## src/rtl/display_scan_controller.sv

```systemverilog
// Multiplexed 4-digit display scanner: slot timing with a blank guard period,
// double-buffered digit codes swapped only at frame wrap.
// Optional build macro LEADING_ZERO_BLANK_EN enables leading-zero blanking.
module display_scan_controller #(
  parameter int REFRESH_DIV = 100000,
  parameter int GUARD_CYC   = 2
) (
  input  logic       clk,
  input  logic       rst_n,
  input  logic       en,
  input  logic       load,
  input  logic [4:0] D0,
  input  logic [4:0] D1,
  input  logic [4:0] D2,
  input  logic [4:0] D3,
  output logic       V,
  output logic       W,
  output logic       X,
  output logic       Y,
  output logic       Z,
  output logic [3:0] AN,
  output logic       frame_done
);

  localparam int              CW      = (REFRESH_DIV > 1) ? $clog2(REFRESH_DIV) : 1;
  localparam logic [CW-1:0]   TC_VAL  = CW'(REFRESH_DIV - 1);
  localparam logic [CW-1:0]   GRD_VAL = CW'(GUARD_CYC);
  localparam logic [4:0]      BLANK   = 5'h1F;

  typedef enum logic {S_GUARD, S_DRIVE} scan_state_e;

  logic [CW-1:0]   r_cnt;
  logic [1:0]      r_idx;
  logic            r_pending;
  logic [3:0][4:0] r_shadow;
  logic [3:0][4:0] r_active;
  logic [3:0]      r_an;
  logic [4:0]      r_code;
  logic            r_fd;

  scan_state_e     w_state;
  logic            w_tc;
  logic            w_wrap;
  logic [3:0][4:0] w_din;
  logic [3:0][4:0] w_disp;
  logic [3:0]      w_an_nxt;
  logic [4:0]      w_code_nxt;

  assign w_tc   = (r_cnt == TC_VAL);
  assign w_wrap = en && w_tc && (r_idx == 2'd3);
  assign w_din  = {D3, D2, D1, D0};

  // Tick counter and digit index; both freeze while scanning is disabled.
  always_ff @(posedge clk or negedge rst_n) begin
    if (!rst_n) begin
      r_cnt <= '0;
      r_idx <= 2'd0;
    end else if (en) begin
      r_cnt <= w_tc ? '0 : r_cnt + 1'b1;
      if (w_tc) r_idx <= r_idx + 2'd1;
    end
  end

  // Double buffer: active only changes at frame wrap, so no digit ever tears.
  always_ff @(posedge clk or negedge rst_n) begin
    if (!rst_n) begin
      r_pending <= 1'b0;
      r_shadow  <= {4{BLANK}};
      r_active  <= {4{BLANK}};
    end else begin
      if (load) r_shadow <= w_din;
      if (w_wrap) begin
        r_pending <= 1'b0;
        if (load)           r_active <= w_din;
        else if (r_pending) r_active <= r_shadow;
      end else if (load) begin
        r_pending <= 1'b1;
      end
    end
  end

  always_comb begin
    w_disp = r_active;
`ifdef LEADING_ZERO_BLANK_EN
    begin
      logic hi_empty;
      hi_empty = 1'b1;
      for (int i = 3; i >= 1; i--) begin
        if (hi_empty && (r_active[i] == 5'd0)) w_disp[i] = BLANK;
        hi_empty = hi_empty && ((r_active[i] == 5'd0) || (r_active[i] == BLANK));
      end
    end
`endif
  end

  always_comb begin
    w_state    = (r_cnt < GRD_VAL) ? S_GUARD : S_DRIVE;
    w_an_nxt   = 4'b1111;
    w_code_nxt = w_disp[r_idx];
    if (en && (w_state == S_DRIVE)) w_an_nxt = ~(4'b0001 << r_idx);
  end

  always_ff @(posedge clk or negedge rst_n) begin
    if (!rst_n) begin
      r_an   <= 4'b1111;
      r_code <= BLANK;
      r_fd   <= 1'b0;
    end else begin
      r_an   <= w_an_nxt;
      r_code <= w_code_nxt;
      r_fd   <= w_wrap;
    end
  end

  assign {V, W, X, Y, Z} = r_code;
  assign AN              = r_an;
  assign frame_done      = r_fd;

endmodule
```

## config.mk

```make
export PLATFORM = sky130hd
export DESIGN_NAME = display_scan_controller
export DESIGN_NICKNAME = d
export VERILOG_FILES = /design/src/rtl/display_scan_controller.sv
export SDC_FILE = /design/constraint.sdc
export NUM_CORES = 1
export LEC_CHECK = 0
export CORE_MARGIN = 2
export CORE_UTILIZATION = 34
export CTS_BUF_LIST = sky130_fd_sc_hd__clkbuf_2
export CTS_CLUSTER_DIAMETER = 60
export DETAILED_ROUTE_END_ITERATION = 10
export GPL_TIMING_DRIVEN = 0
export PLACE_DENSITY = 0.65
export SYNTH_ARGS = -nofsm -noshare
export SYNTH_HDL_FRONTEND = slang
export SYNTH_SLANG_ARGS = --single-unit
```

## constraint.sdc

```tcl
create_clock -name clk -period 2 [get_ports clk]
set_clock_uncertainty 0.2 [all_clocks]
set_input_delay 0.5 -clock clk [delete_from_list [all_inputs] [get_ports clk]]
set_output_delay 0.5 -clock clk [all_outputs]
set_load 0.02 [all_outputs]
```

==> flow_summary.toml <==
[cells_and_area]
layout_common_cells = "dfstp_2, mux2_2, dfrtp_1, clkdlybuf4s50_1, nand2_1"
nFillCells = 820
num_antenna_cells = 0
syn_to_final_growth_pct = 23.48
fin_nets = 299
fin_area_sq_um = 3725
drive_gt1_frac = 0.5382
final_common_cell = "dfstp_2"

[worst_setup_path]
cp-start-kind = "register"
critPathTopFamily = "simple AND/OR/NAND/NOR gates"
required_ps = 2230
cp.arrival_ps = 2380
slowest_stage = "dfrtp_1"
cp_max_fo = 10
path_cells = "ha_4 > nand4_1 > or3_1 > buf_6 > nor4_4 > buf_6 > mux2_2"
criticalPathCategory = "register to register"
endpoint_kind = "register"
r2r-end = "r_active[10]$_DFFE_PN1P_"
crit_path_max_incr_delay_ps = 440
worstReg2RegStart = "r_cnt[0]$_DFFE_PN0P_"
cp_num_buf_inv = 2
worstRegToRegCells = 7
r2r_slack_ps = -150
crit_top_cell = "buf_6"

[outcome]
violations = "setup timing"
status = "finished, violations left"

[synthesis]
synthAdderAreaFrac = 0.02074
ys.flop_type = "dfstp_2"
mappedNetlistArea_sq_um = 3017
syn-num-nets = 243
synth_simple_gate_area_frac = 0.1062
avgSynthCellArea_sq_um = 14.10
yosysSeqAreaShare = 0.6010
yosysWarnings = 0
muxShareOfSynthArea = 0.1904
synthArstFlopShare = 1.000
synth_xor_area_frac = 0.03774
yosys.cell_types.count = 34
synth-compound-area-share = 0.02074
synth_top_family_by_area = "multiplexers"
netlist_instances = 214
synth_edf_count = 0
ys_seq_elements = 70

[route]
via_per_inst = 4.851
wirelength_um = 5770
routedWlPerCell_um = 15.07
via_count = 1858
drt_iter0_markers = 60
wl_met1_um = 2617
ant_nets = 0
met3_length_um = 284
drc = 0
dr.pass1.iters = 4
wl_met2_um = 2780
highest_layer = "met4"

[flow_run]
cap_violations = 0

[power]
power.internal_mw = 2.047
power_density_nw_per_um2 = 757.4
p_sw_uw = 774.6
pwr-share-comb = 0.150
ir_drop_mv = 0.2384
swShare = 0.2746
p_clk_frac = 0.273
p_leak_nw = 1.528
p_seq_frac = 0.577

[placed_design]
portBuffers = 32
dp_slack_ps = -620.3
place_congestion = 0.8285
postPlaceCellArea_sq_um = 3486
dp_hpwl_um = 3696

[worst_hold_path]
hold_start = "en"
whs_path_depth = 3
hold_class = "input pin to register"
whs_endpoint = "r_cnt[1]$_DFFE_PN0P_"

[global_route]
grt_pass1_wl_um = 9480
grt_max_degree = 71
antenna_found_initial = 0
gr-total-overflow = 0
grt_pass1_vias = 1881
grtUsageTotal = 0.1257

[die]
die_y_um = 98.20
ios = 34
die-width_um = 98.20
row_count = 34
placeableCoreArea_sq_um = 8678
dieArea_sq_um = 9642
initial_core_util = 0.3476

[clock_tree]
insertion_delay_ps = 490
cts_sinks = 70
path_clk_slew_ps = 170
cts_buffers = 9
cts.htree.levels = 3
cts_tree = "built"
clockBufferDepth = 2
cts_root_buffer = "clkbuf_2"

[sta]
period_needed_ps = 2154
min_period_over_period = 1.077
rsz0062_at_grt = "true"
setup_viol = 23
slew_headroom = 0.4308
layout_setup_ws_ps = -154.3
drv_slew = 0
finalHoldViolations = 0
fmax_mhz = 464.2
tightest_slew_ps = 853.8
==> worst reg2reg max path: cells and delay by family (launching register included) <==
kind / cells / cell delay [ps]
AND/OR/NAND/NOR: 3 / 600
flip-flops: 1 / 440
buffers and inverters: 2 / 360
multiplexers: 1 / 350
adder cells (fa/ha/maj): 1 / 170
==> Yosys cell counts (2+ instances only) <==
cell,instances,area (sq um)
nor4_1,3,18.77
o21ai_0,3,15.01
mux4_2,5,112.6
nand3_1,3,15.01
xor2_1,7,61.31
mux2_2,38,427.9
and4_1,2,17.52
nor3_1,3,15.01
nor2_1,12,45.04
nand4_1,10,62.56
nand2b_1,3,18.77
mux2_1,3,33.78
or3_1,3,18.77
clkbuf_1,5,18.77
buf_6,2,22.52
nand2_1,14,52.55
buf_2,2,10.01
dfrtp_1,21,525.5
dfstp_2,49,1287
inv_1,3,11.26
ha_1,5,62.56
xnor2_1,6,52.55
==> power by group through the flow <==
stage	sequential [mW]	combinational, mW	clock, mW
final	1.63	0.423	0.769
after global routing	1.64	0.471	0.864
after CTS	1.62	0.406	0.801
after detailed placement	1.64	0.346	0
after global placement	1.64	0.334	0
after floorplan	1.63	0.218	0
==> worst max-delay path by stage <==
stage	end	depth (start not counted)	from	slack, ps
global placement	r_cnt[1]$_DFFE_PN0P_	1	rst_n	-2020
CTS	r_active[13]$_DFFE_PN1P_	7	r_cnt[0]$_DFFE_PN0P_	-170
detailed placement	r_active[3]$_DFFE_PN1P_	4	load	-620
global route	r_active[10]$_DFFE_PN1P_	7	r_cnt[0]$_DFFE_PN0P_	-210
finish	r_active[10]$_DFFE_PN1P_	7	r_cnt[0]$_DFFE_PN0P_	-150
floorplan	r_active[0]$_DFFE_PN1P_	7	r_cnt[1]$_DFFE_PN0P_	-70
==> cell families (layout without fill, tap and decap cells) <==
group | Yosys count | after routing
AOI/OAI and AO/OA | 9 | 9
buffers and inverters | 13 | 74
muxes | 46 | 46
adders and majority gates | 5 | 5
DFF | 70 | 70
and+or+nand+nor | 58 | 58
xor gates and xnor gates | 13 | 13
==> repair_timing <==
| action | CTS | global route |
|---|---|---|
| setup buffers | 8 | 4 |
| pin swaps | 2 | 4 |
| hold buffers | 1 | 0 |
| setup endpoints to repair | 39 | 30 |
| resized for setup | 41 | 18 |
| hold endpoints to repair | 21 | 0 |
==> final cells by class <==
| cell class | count | area (sq um) | area share |
|---|---|---|---|
| clock buffer | 11 | 55.05 | 0.01478 |
| clock inverter | 5 | 48.80 | 0.01310 |
| timing repair buffer | 45 | 382.9 | 0.1028 |
| multi-input combinational | 131 | 1212 | 0.3255 |
| buffer | 10 | 66.31 | 0.01780 |
| tap | 108 | 135.1 | 0.03628 |
| inverter | 3 | 11.26 | 0.003023 |
| sequential | 70 | 1813 | 0.4867 |
==> flip-flops by register name, summed over array words and instances (netlist names) <==
| name | cells |
|---|---|
| r_active | 20 |
| r_shadow | 20 |
| r_cnt | 17 |
| r_code | 5 |
| AN | 4 |
| r_idx | 2 |
| frame_done | 1 |
| r_pending | 1 |
==> routing by layer <==
layer / track usage / vias to the layer above
met1: 0.1649 / 930
met2: 0.1976 / 44
met3: 0.03364 / 8
met5: 0 / -
met4: 0.05374 / 0
li1: - / 876
==> metrics by stage <==
step / utilization / setup TNS [ps] / instances / total power, mW / hold WS (ps)
3_5_place_dp: 0.4017 / -18130 / 354 / 1.989 / 321.4
5_1_grt: 0.4292 / -4670 / 383 / 2.974 / 179.0
2_1_floorplan: - / -1398 / 214 / 1.844 / 4.409
6_report: 0.4292 / -2676 / 383 / 2.821 / 197.1
4_1_cts: 0.4198 / -2723 / 379 / 2.826 / 154.6
3_3_place_gp: 0.4020 / -121070 / 354 / 1.974 / 296.1
Power figures use the tool's default switching activity.
